<file path="src/rtl/iob_reset_seq_pkg.sv">
// Shared definitions for the staged reset sequencer: FSM state encoding.
package iob_reset_seq_pkg;

   localparam int STATE_W = 2;

   typedef enum logic [STATE_W-1:0] {
      HOLD    = 2'd0,
      RELEASE = 2'd1,
      DONE    = 2'd2
   } state_t;

endpackage

</file>
<file path="src/rtl/iob_reset_seq_if.sv">
// Control/status bundle of the reset sequencer; slave is the sequencer side.
interface iob_reset_seq_if #(
   parameter int N_STAGES = 3
);

   logic                cke_i;
   logic                sw_rst_i;
   logic [N_STAGES-1:0] rst_o;
   logic                done_o;

   modport master(output cke_i, output sw_rst_i, input rst_o, input done_o);
   modport slave(input cke_i, input sw_rst_i, output rst_o, output done_o);

endinterface

</file>
<file path="src/rtl/iob_reg.sv">
// Generic register with asynchronous active-high reset to RST_VAL and clock enable.
module iob_reg #(
   parameter int                DATA_W  = 1,
   parameter logic [DATA_W-1:0] RST_VAL = '0
) (
   input  logic              clk_i,
   input  logic              arst_i,
   input  logic              cke_i,
   input  logic [DATA_W-1:0] data_i,
   output logic [DATA_W-1:0] data_o
);

   // NOTE: sequential state uses non-blocking assignment so every register
   // samples pre-edge values regardless of process evaluation order.
   always_ff @(posedge clk_i or posedge arst_i) begin
      if (arst_i) begin
         data_o <= RST_VAL;
      end else if (cke_i) begin
         data_o <= data_i;
      end
   end

endmodule

</file>
<file path="src/rtl/iob_reset_seq.sv">
// Staged reset sequencer: holds all domain resets, then releases them in
// ascending order a fixed gap apart; software reset restarts the sequence.
module iob_reset_seq
   import iob_reset_seq_pkg::*;
#(
   parameter int N_STAGES    = 3,
   parameter int HOLD_W      = 8,
   parameter int HOLD_CYCLES = 16,
   parameter int STAGE_GAP   = 4
) (
   input logic            clk_i,
   input logic            arst_i,
   iob_reset_seq_if.slave bus
);

   localparam int                  STAGE_W    = $clog2(N_STAGES + 1);
   localparam logic [HOLD_W-1:0]   HOLD_LAST  = HOLD_W'(HOLD_CYCLES - 1);
   localparam logic [HOLD_W-1:0]   GAP_LAST   = HOLD_W'(STAGE_GAP - 1);
   localparam logic [STAGE_W-1:0]  STAGE_LAST = STAGE_W'(N_STAGES - 1);
   localparam logic [N_STAGES-1:0] ALL_ONES   = {N_STAGES{1'b1}};

   if (N_STAGES < 1 || HOLD_CYCLES < 1 || HOLD_CYCLES >= 2 ** HOLD_W ||
       STAGE_GAP < 1 || STAGE_GAP >= 2 ** HOLD_W) begin : g_param_check
      $error("iob_reset_seq: illegal N_STAGES/HOLD_CYCLES/STAGE_GAP for HOLD_W");
   end

   logic [STATE_W-1:0]  state_raw;
   state_t              state_q;
   state_t              state_nxt;
   logic [HOLD_W-1:0]   cnt_q;
   logic [HOLD_W-1:0]   cnt_nxt;
   logic [STAGE_W-1:0]  stage_q;
   logic [STAGE_W-1:0]  stage_nxt;
   logic [N_STAGES-1:0] rst_q;
   logic [N_STAGES-1:0] rst_nxt;
   logic                done_q;
   logic                done_nxt;

   assign state_q = state_t'(state_raw);

   // NOTE: every combinational output gets a default first, so no path
   // through the case can leave a value unassigned and infer a latch.
   always_comb begin
      state_nxt = state_q;
      cnt_nxt   = cnt_q;
      stage_nxt = stage_q;
      rst_nxt   = rst_q;
      done_nxt  = done_q;

      if (bus.sw_rst_i) begin
         state_nxt = HOLD;
         cnt_nxt   = '0;
         stage_nxt = '0;
         rst_nxt   = ALL_ONES;
         done_nxt  = 1'b0;
      end else begin
         case (state_q)
            HOLD: begin
               if (cnt_q == HOLD_LAST) begin
                  rst_nxt[0] = 1'b0;
                  cnt_nxt    = '0;
                  stage_nxt  = STAGE_W'(1);
                  if (N_STAGES == 1) begin
                     state_nxt = DONE;
                     done_nxt  = 1'b1;
                  end else begin
                     state_nxt = RELEASE;
                  end
               end else begin
                  cnt_nxt = cnt_q + HOLD_W'(1);
               end
            end
            RELEASE: begin
               if (cnt_q == GAP_LAST) begin
                  for (int i = 0; i < N_STAGES; i++) begin
                     if (stage_q == STAGE_W'(i)) rst_nxt[i] = 1'b0;
                  end
                  cnt_nxt   = '0;
                  stage_nxt = stage_q + STAGE_W'(1);
                  if (stage_q == STAGE_LAST) begin
                     state_nxt = DONE;
                     done_nxt  = 1'b1;
                  end
               end else begin
                  cnt_nxt = cnt_q + HOLD_W'(1);
               end
            end
            DONE: begin
            end
            default: state_nxt = HOLD;
         endcase
      end
   end

   iob_reg #(.DATA_W(STATE_W), .RST_VAL(STATE_W'(HOLD))) u_state_reg (
      .clk_i (clk_i),
      .arst_i(arst_i),
      .cke_i (bus.cke_i),
      .data_i(state_nxt),
      .data_o(state_raw)
   );

   iob_reg #(.DATA_W(HOLD_W), .RST_VAL('0)) u_cnt_reg (
      .clk_i (clk_i),
      .arst_i(arst_i),
      .cke_i (bus.cke_i),
      .data_i(cnt_nxt),
      .data_o(cnt_q)
   );

   iob_reg #(.DATA_W(STAGE_W), .RST_VAL('0)) u_stage_reg (
      .clk_i (clk_i),
      .arst_i(arst_i),
      .cke_i (bus.cke_i),
      .data_i(stage_nxt),
      .data_o(stage_q)
   );

   iob_reg #(.DATA_W(N_STAGES), .RST_VAL(ALL_ONES)) u_rst_reg (
      .clk_i (clk_i),
      .arst_i(arst_i),
      .cke_i (bus.cke_i),
      .data_i(rst_nxt),
      .data_o(rst_q)
   );

   iob_reg #(.DATA_W(1), .RST_VAL(1'b0)) u_done_reg (
      .clk_i (clk_i),
      .arst_i(arst_i),
      .cke_i (bus.cke_i),
      .data_i(done_nxt),
      .data_o(done_q)
   );

   assign bus.rst_o  = rst_q;
   assign bus.done_o = done_q;

endmodule

</file>
<file path="src/flat_wrapper.sv">
// flat-port wrapper written by rule: the top's interface ports become plain ports
module iob_reset_seq_flat import iob_reset_seq_pkg::*;
#(
   parameter int N_STAGES    = 3,
   parameter int HOLD_W      = 8,
   parameter int HOLD_CYCLES = 16,
   parameter int STAGE_GAP   = 4
)
  (clk_i, arst_i, bus_cke_i, bus_sw_rst_i, bus_rst_o, bus_done_o);
  iob_reset_seq_if #(.N_STAGES(N_STAGES)) bus_i ();
  input logic clk_i;
  input logic arst_i;
  input wire logic [$bits(bus_i.cke_i)-1:0] bus_cke_i;
  input wire logic [$bits(bus_i.sw_rst_i)-1:0] bus_sw_rst_i;
  output wire logic [$bits(bus_i.rst_o)-1:0] bus_rst_o;
  output wire logic [$bits(bus_i.done_o)-1:0] bus_done_o;
  assign bus_i.cke_i = bus_cke_i;
  assign bus_i.sw_rst_i = bus_sw_rst_i;
  assign bus_rst_o = bus_i.rst_o;
  assign bus_done_o = bus_i.done_o;
  iob_reset_seq #(.N_STAGES(N_STAGES), .HOLD_W(HOLD_W), .HOLD_CYCLES(HOLD_CYCLES), .STAGE_GAP(STAGE_GAP)) u_core (.clk_i(clk_i), .arst_i(arst_i), .bus(bus_i));
endmodule
</file>
<file path="config.mk">
export PLATFORM = sky130hd
export DESIGN_NAME = iob_reset_seq_flat
export DESIGN_NICKNAME = d
export VERILOG_FILES = /design/src/rtl/iob_reset_seq_pkg.sv /design/src/rtl/iob_reset_seq_if.sv /design/src/rtl/iob_reg.sv /design/src/rtl/iob_reset_seq.sv /design/src/flat_wrapper.sv
export SDC_FILE = /design/constraint.sdc
export NUM_CORES = 1
export LEC_CHECK = 0
export CORE_ASPECT_RATIO = 1.75
export CORE_MARGIN = 1.5
export CORE_UTILIZATION = 30
export CTS_CLUSTER_DIAMETER = 120
export DETAILED_ROUTE_END_ITERATION = 8
export PLACE_DENSITY_LB_ADDON = 0.15
export SLEW_MARGIN = 15
export SYNTH_ARGS = -nofsm -noshare
export SYNTH_HDL_FRONTEND = slang
export SYNTH_SLANG_ARGS = --single-unit
</file>
<file path="constraint.sdc">
create_clock -name clk_i -period 3.95 [get_ports clk_i]
set_input_delay 0.79 -clock clk_i [delete_from_list [all_inputs] [get_ports clk_i]]
set_output_delay 0.79 -clock clk_i [all_outputs]
set_load 0.03 [all_outputs]
</file>
### Yosys cells after proc, flatten, opt, wreduce, memory -nomap -nowiden

Cells that the tools add are included.
W data, S select, Z words.

| cells by class | value |
|---|---|
| add/subtract/negate cells | 2 |
| eq/ne operators | 11 |
| reductions and logical operators | 13 |
| mux-type cells | 24 |

Operators with widths:

| kind | number |
|---|---|
| $mux W8 | 3 |
| $pmux W8 S2 | 1 |
| $mux W2 | 7 |
| $ne A3 B2 Y1 const B | 4 |
| $reduce_and A4 Y1 | 3 |
| $reduce_and A5 Y1 | 2 |
| $add A8 B1 Y8 const B | 1 |
| $eq A8 B2 Y1 const B | 1 |
| $eq A8 B4 Y1 const B | 1 |
| $mux W1 | 8 |
| $reduce_bool A2 Y1 | 4 |
| $mux W3 | 2 |
| $pmux W2 S3 | 1 |
| $eq A2 B1 Y1 const B | 2 |
| $eq A2 B2 Y1 const B | 2 |
| $logic_not A2 Y1 | 2 |
| $pmux W2 S2 | 1 |
| $reduce_bool A3 Y1 | 1 |
| $add A2 B1 Y2 const B | 1 |
| $ne A2 B2 Y1 const B | 1 |
| $pmux W1 S2 | 1 |
| $reduce_and A2 Y1 | 1 |

| storage, ports and cells | value |
|---|---|
| word-level logic and storage cells | 57 |
| bits in registers | 16 |
| input port bits | 4 |

### Longest topological paths before layout

Gate-level depths: netlist (run 1).

| logic depth | value |
|---|---|
| depth after elaboration | 5 |
| gate-level depth with buffers | 5 |
| mapped depth without buffers | 5 |

### Cells and area by module

Synthesis (run 1) repeated with hierarchy kept, for this count alone.

| second synthesis, totals | value |
|---|---|
| cell total of the unflattened synthesis | 109 |
| area, all modules | 1,147.4 sq um |

By module, submodules not included:

| module | times used | seq. area each (sq um) | area each (sq um) | cells each |
|---|---|---|---|---|
| iob_reset_seq | 1 | 0.0 | 499.2 | 71 |
| iob_reg at u_core.u_cnt_reg | 1 | 200.2 | 335.3 | 18 |
| iob_reg at u_core.u_stage_reg ... | 2 | 50.0 | 76.3 | 5 |
| iob_reg at u_core.u_rst_reg | 1 | 78.8 | 116.4 | 7 |
| iob_reg at u_core.u_done_reg | 1 | 25.0 | 43.8 | 3 |

### Worst setup path before layout (run 1)

No wires, ideal clock.

| path | value |
|---|---|
| kind | input -> register |
| start point | input bus_cke_i |
| end point | register u_core.u_stage_reg.data_o[1] |
| required time | 3.846 ns |
| arrival time | 1.694 ns |
| slack | 2.152 ns |
| library setup time | 0.104 ns |
| buffers on the path | 1 |
| stages on the path | 4 |
| cell sequence | buf_2 -> nand2_1 -> or4_1 -> o311ai_1 |

| between the ends | value |
|---|---|
| word-level cells in the longest chain between the ends | 1 |

RTL lines:

| what | RTL line | RTL |
|---|---|---|
| start: declaration | flat_wrapper.sv:13 | `input wire logic [$bits(bus_i.cke_i)-1:0] bus_cke_i;` |
| $reduce_and A4 Y1 (no source line) | n/a |  |
| end signal: assignment | iob_reg.sv:19 | `data_o <= data_i;` |
| end: declaration | iob_reg.sv:10 | `output logic [DATA_W-1:0] data_o` |

No other way between the ends.
A chain may end at the register's enable or synchronous reset.

### Worst setup path in the final report (run 1)

| path | value |
|---|---|
| start point | input bus_sw_rst_i |
| end point | register u_core.u_stage_reg.data_o[1] |

| between the ends | value |
|---|---|
| word-level cells in the longest chain between the ends | 2 |

RTL lines:

| what | RTL line | RTL |
|---|---|---|
| start: declaration | flat_wrapper.sv:14 | `input wire logic [$bits(bus_i.sw_rst_i)-1:0] bus_sw_rst_i;` |
| $ne A3 B2 Y1 (no source line) or $reduce_bool A3 Y1 (tied branches) | n/a |  |
| $reduce_and A4 Y1 (no source line) | n/a |  |

Parallel ways exist; a longest one is shown, timed or not.

==> results.sh, run 1 <==
export IMPL_status="finished clean"
export IMPL_fp_row_count=27
export IMPL_final_setup_tns_ps=0
export IMPL_netlist_area_sq_um=963
export IMPL_leakage_nw=0.457
export IMPL_synth_compound_area_share_pct=16.2
export IMPL_yosysWarnings=0
export IMPL_grt_max_degree=17
export IMPL_ctsLongestPathBuffers=2
export IMPL_drcViolationCount=0
export IMPL_avgSynthCellArea_sq_um=10.0
export IMPL_fp_coreArea_sq_mm=0.00311
export IMPL_hpwl_mm=1.61
export IMPL_synth_area_leaders="dfrtp_1 34%, dfstp_2 8.2%, ha_1 6.5%"
export IMPL_cts_sinks=16
export IMPL_wirelength_mm=2.15
export IMPL_nets=115
export IMPL_powerDensity_mw_per_mm2=328
export IMPL_vias=728
export IMPL_dieArea_sq_mm=0.00357
export IMPL_synth_top_family_by_area="simple AND/OR/NAND/NOR gates"
export IMPL_critPathMaxFanout=12
export IMPL_grt_pass1_vias=793
export IMPL_vias_per_cell=4.92
export IMPL_fillCellCount=336
export IMPL_reg2reg_from="u_core.u_cnt_reg.data_o[0]"
export IMPL_yosys_register_bits=16
export IMPL_r2r_end="u_core.u_stage_reg.data_o[1]"
export IMPL_synth_cell_types=40
export IMPL_worstHoldEndpoint="u_core.u_rst_reg.data_o[0]"
export IMPL_min_from="u_core.u_rst_reg.data_o[0]"
export IMPL_max_cap_viol_count=0
export IMPL_final_setup_viol_count=0
export IMPL_peakVddDrop_mv=0.221
export IMPL_hold_slack_ps=464
export IMPL_yosys_area_share_simple_pct=24.7
export IMPL_synth_mux_area_share_pct=3.38
export IMPL_worst_slew_pin_slew_ps=613
export IMPL_grt_usage_pct=14.4
export IMPL_fin_crit_ps=2390
export IMPL_htreeDepth=1
export IMPL_stdcell_area_sq_mm=0.00113
export IMPL_synth_cells=96
export IMPL_hold_path_class="flip-flop to flip-flop"
export IMPL_synth_top_cell_area_share_pct=33.8
export IMPL_io_buffers=7
export IMPL_yosys_area_top_type="dfrtp_1"
export IMPL_synth_adder_area_share_pct=6.49
export IMPL_async_flop_share_pct=100
export IMPL_die_x_um=45.8
export IMPL_hold_path_depth=2
export IMPL_dr_pass1_iters=2
export IMPL_drive_above_1_share_pct=16.2
export IMPL_cp_num_buf_inv=1
export IMPL_cts_hold_buf=0
export IMPL_rr_worst_depth=5
export IMPL_root_buffer="clkbuf_8"
export IMPL_hold_viol_final=0
export IMPL_numCtsBuffers=3
export IMPL_dr_first_iter_drc_count=9
export IMPL_detail_route_wl_per_cell_um=14.5
export IMPL_slew_violations=0
export IMPL_rrSetupSlack_ps=2210
export IMPL_synth_xor_area_share_pct=3.64
export IMPL_ys_flop_type="dfrtp_1"
export IMPL_postCtsSetupRepairBufs=0
export IMPL_critPathRequiredTime_ps=4090
export IMPL_cp_cell_sequence="clkdlybuf4s50_1 > nand2b_1 > nand2_1 > or4_1 > o311ai_1"
export IMPL_diodes=0
export IMPL_critPathArrivalTime_ps=2530
export IMPL_slowest_stage="clkdlybuf4s50_1"
export IMPL_yosysSeqAreaShare_pct=41.9
export IMPL_critPathLaunchType="primary input"
export IMPL_clk_latency_ps=250
export IMPL_rsz0062_at_grt="false"
export IMPL_clk_pin_slew_ps=60
export IMPL_relSlewSlack_pct=59.1
export IMPL_cts_tree="done"
export IMPL_die_h_um=78.0
export IMPL_synth_nets=105
export IMPL_endpoint_kind="flip-flop"
export IMPL_grt_pass1_wl_mm=3.79
export IMPL_min_period_over_period_pct=60.4
export IMPL_cts_repair_resized=0
export IMPL_slowest_delay_ps=710
export IMPL_clock_skew_ps=3.67
export IMPL_critPathKind="primary input to flip-flop"
export IMPL_placedInstanceArea_sq_mm=0.00108
export IMPL_multiInputGateArea_sq_um=524
export IMPL_crit_family="simple AND/OR/NAND/NOR gates"
export IMPL_layout_common_cells="13 x nand2_1, 13 x dfrtp_1, 7 x inv_1, 7 x clkdlybuf4s50_1"
export IMPL_grt_overflow=0
export IMPL_fmax_mhz=419
export IMPL_ant_nets=0
export IMPL_io_pins=8
export IMPL_areaGrowthSynthToFinish_pct=17.7
export IMPL_final_seq_area_sq_um=404
export IMPL_gp_congestion=0.778
export IMPL_synth_edff_count=0
export IMPL_antenna_found_initial=0
export IMPL_start_util_pct=31.0
-- report_power, final --
group | total (mW) | internal [mW] | switching (mW)
Sequential | 0.185 | 0.172 | 0.0136
Combinational | 0.0411 | 0.0169 | 0.0242
Clock | 0.145 | 0.0883 | 0.0571
Total | 0.372 | 0.277 | 0.0948
-- metal layers --
metal / track usage [%] / routed length (um) / up-vias
met2: 26.2 / 1200 / 6
li1: - / - / 364
met4: 5.71 / 28 / 0
met5: 0 / 0 / -
met3: 2.33 / 36 / 2
met1: 15.3 / 880 / 356
-- layout make-up --
cell class	instances	share of cell area [%]
Clock buffer	4	4.86
Inverter	7	2.32
Multi-Input combinational cell	71	46.2
Sequential cell	16	35.7
Tap cell	43	4.75
Timing Repair Buffer	7	6.18
-- per-stage QoR --
| step | power [mW] | std cells | util [%] | setup WS, ps |
|---|---|---|---|---|
| final | 0.372 | 148 | 36.5 | 1560 |
| after floorplan | 0.215 | 96 | - | 2150 |
| after CTS | 0.378 | 148 | 36.5 | 1560 |
| after detailed placement | 0.230 | 144 | 34.7 | 1310 |
| after global routing | 0.397 | 148 | 36.5 | 1430 |
| after global placement | 0.228 | 144 | 34.7 | 1360 |
-- tightest hold or removal path: cells and delay by family (launching register included) --
family / cells / cell delay (ps)
DFF: 1 / 370
and+or+nand+nor: 1 / 50
AOI/OAI and AO/OA: 1 / 40
-- kinds of logic after synthesis --
family                     after synthesis
and+or+nand+nor                         40
AOI/OAI and AO/OA                       20
DFF                                     16
buffers and inverters                    9
adders and majority gates                5
xor gates and xnor gates                 4
muxes                                    2
-- sequential cells by signal, indices dropped and copies added, names as in the netlist --
signal                     flops
u_core.u_cnt_reg.data_o        8
u_core.u_rst_reg.data_o        3
u_core.u_stage_reg.data_o      2
u_core.u_state_reg.data_o      2
u_core.u_done_reg.data_o       1
-- cells in the mapped netlist (2+ instances only) --
cell type,count
inv_1,7
o21ai_1,2
nand2b_1,2
nor2b_1,2
dfrtp_1,13
o21ai_0,3
dfstp_2,3
or3_1,2
a21oi_1,5
ha_1,5
nand2_1,13
nor2_1,2
nand3_1,5
nor3_1,4
xnor2_1,3
-- how the worst max path moves through the flow --
| stage | to | startpoint | depth (start not counted) |
|---|---|---|---|
| floorplan | u_core.u_stage_reg.data_o[1] | bus_cke_i | 4 |
| global route | u_core.u_stage_reg.data_o[1] | bus_sw_rst_i | 5 |
| finish | u_core.u_stage_reg.data_o[1] | bus_sw_rst_i | 5 |
| global placement | u_core.u_stage_reg.data_o[1] | bus_sw_rst_i | 5 |
| detailed placement | u_core.u_stage_reg.data_o[1] | bus_sw_rst_i | 5 |
| CTS | u_core.u_stage_reg.data_o[1] | bus_sw_rst_i | 5 |
Power figures use the tool's default switching activity.
==> inputs of run 2 (changes only) <==
==> constraint.sdc (replaced) <==
create_clock -name clk_i -period 2 [get_ports clk_i]
set_input_delay 0.4 -clock clk_i [delete_from_list [all_inputs] [get_ports clk_i]]
set_output_delay 0.4 -clock clk_i [all_outputs]
set_load 0.03 [all_outputs]
==> results.sh, run 2 (synthesized netlist as in run 1, its figures left out) <==
export IMPL_status="finished clean"
export IMPL_hold_viol_final=0
export IMPL_critPathRequiredTime_ps=1600
export IMPL_fin_cells=153
export IMPL_grt_pass1_vias=734
export IMPL_worstHoldEndpoint="u_core.u_rst_reg.data_o[0]"
export IMPL_leakage_nw=0.481
export IMPL_reg2reg_from="u_core.u_cnt_reg.data_o[0]"
export IMPL_cts_repair_resized=0
export IMPL_hold_path_class="flip-flop to flip-flop"
export IMPL_endpoint_kind="output port"
export IMPL_vias=745
export IMPL_postCtsSetupRepairBufs=0
export IMPL_drcViolationCount=0
export IMPL_fillCellCount=336
export IMPL_fmax_mhz=543
export IMPL_dp_cells=149
export IMPL_final_util_pct=37.7
export IMPL_io_buffers=7
export IMPL_worst_slack_ps=157
export IMPL_dr_first_iter_drc_count=25
export IMPL_min_period_over_period_pct=92.2
export IMPL_clk_latency_ps=250
export IMPL_numCtsBuffers=3
export IMPL_r2r_end="u_core.u_stage_reg.data_o[1]"
export IMPL_grt_overflow=0
export IMPL_cts_sinks=16
export IMPL_placedInstanceArea_sq_mm=0.00112
export IMPL_vias_per_cell=4.87
export IMPL_critPathKind="flip-flop to output port"
export IMPL_nets=120
export IMPL_dr_pass1_iters=4
export IMPL_final_setup_tns_ps=0
export IMPL_cts_hold_buf=0
export IMPL_finalPower_mw=0.751
export IMPL_root_buffer="clkbuf_8"
export IMPL_fp_row_count=27
export IMPL_largest_reg_flops=8
export IMPL_antenna_found_initial=0
export IMPL_stdcell_area_sq_mm=0.00117
export IMPL_max_cap_viol_count=0
export IMPL_drive_above_1_share_pct=20.0
export IMPL_critPathArrivalTime_ps=1440
export IMPL_cp_cell_sequence="clkdlybuf4s50_1"
export IMPL_grt_usage_pct=13.4
export IMPL_peakVddDrop_mv=0.359
export IMPL_slew_violations=0
export IMPL_pre_cts_ws_ps=82.8
export IMPL_fp_coreArea_sq_mm=0.00311
export IMPL_clock_skew_ps=5.94
export IMPL_rrSetupSlack_ps=230
export IMPL_critPathMaxFanout=2
export IMPL_hold_path_depth=2
export IMPL_regMostFlops="u_core.u_cnt_reg.data_o"
export IMPL_ant_nets=0
export IMPL_crit_family="buffers and inverters"
export IMPL_die_x_um=45.8
export IMPL_min_from="u_core.u_rst_reg.data_o[0]"
export IMPL_detail_route_wl_per_cell_um=14.2
export IMPL_areaGrowthSynthToFinish_pct=21.6
export IMPL_slowest_delay_ps=660
export IMPL_rr_worst_depth=5
export IMPL_ctsLongestPathBuffers=2
export IMPL_critPathLaunchType="flip-flop"
export IMPL_die_h_um=78.0
export IMPL_diodes=0
export IMPL_cts_tree="done"
export IMPL_hold_slack_ps=463
export IMPL_htreeDepth=1
export IMPL_clk_pin_slew_ps=70
export IMPL_grt_max_degree=17
export IMPL_layout_common_cells="13 x nand2_1, 13 x dfrtp_1, 7 x inv_1, 7 x clkdlybuf4s50_1"
export IMPL_rsz0062_at_grt="false"
export IMPL_worst_slew_pin_slew_ps=641
export IMPL_cp_num_buf_inv=1
export IMPL_fin_crit_ps=1840
export IMPL_top_regs="u_core.u_cnt_reg.data_o: 8 flops, u_core.u_rst_reg.data_o: 3 flops"
export IMPL_io_pins=8
export IMPL_grt_pass1_wl_mm=3.53
export IMPL_powerDensity_mw_per_mm2=641
export IMPL_relSlewSlack_pct=57.2
export IMPL_gp_congestion=0.751
export IMPL_dieArea_sq_mm=0.00357
export IMPL_wirelength_mm=2.17
export IMPL_hpwl_mm=1.66
export IMPL_final_setup_viol_count=0
export IMPL_start_util_pct=31.0
export IMPL_slowest_stage="clkdlybuf4s50_1"
[run 2: cell types whose count changed in the layout (fill, tap and decap cells not counted)]
cell   delta
buf_4     +5
[run 2: where the power goes]
part / switching [mW] / internal, mW
Clock: 0.123 / 0.175
Combinational: 0.0470 / 0.0388
Sequential: 0.0278 / 0.339
[run 2: area by class of cell]
class	instances	area, sq um	area share [%]
flip-flops and latches	16	404	34.5
well taps	43	53.8	4.59
repair buffers	12	108	9.19
clock buffers	4	55.1	4.70
multi-input cells	71	524	44.8
inverters	7	26.3	2.24
[run 2: worst max-delay path by stage]
stage          depth (start not counted)  slack (ps)                        from                            to
6_report                               1         160  u_core.u_rst_reg.data_o[0]                  bus_rst_o[0]
5_1_grt                                1         130  u_core.u_rst_reg.data_o[0]                  bus_rst_o[0]
4_1_cts                                1         150  u_core.u_rst_reg.data_o[0]                  bus_rst_o[0]
3_5_place_dp                           5          80                bus_sw_rst_i  u_core.u_stage_reg.data_o[1]
3_3_place_gp                           6         120                bus_sw_rst_i    u_core.u_rst_reg.data_o[0]
2_1_floorplan                          5         480  u_core.u_cnt_reg.data_o[0]  u_core.u_stage_reg.data_o[1]
[run 2: worst register-to-register path, cell delays in order (launching register included)]
cell	delay, ps
dfrtp_1	450
ha_1	230
nor3b_4	290
nand3_1	170
or4_1	440
o311ai_1	90
[run 2: metal layers]
layer  vias up  GRT usage, %  share of wire, %
met3         2          3.02               3.0
met2        16          24.5                54
li1        369             -                 -
met1       358          14.6                42
met4         0          3.43              0.83
met5         -             0                 0
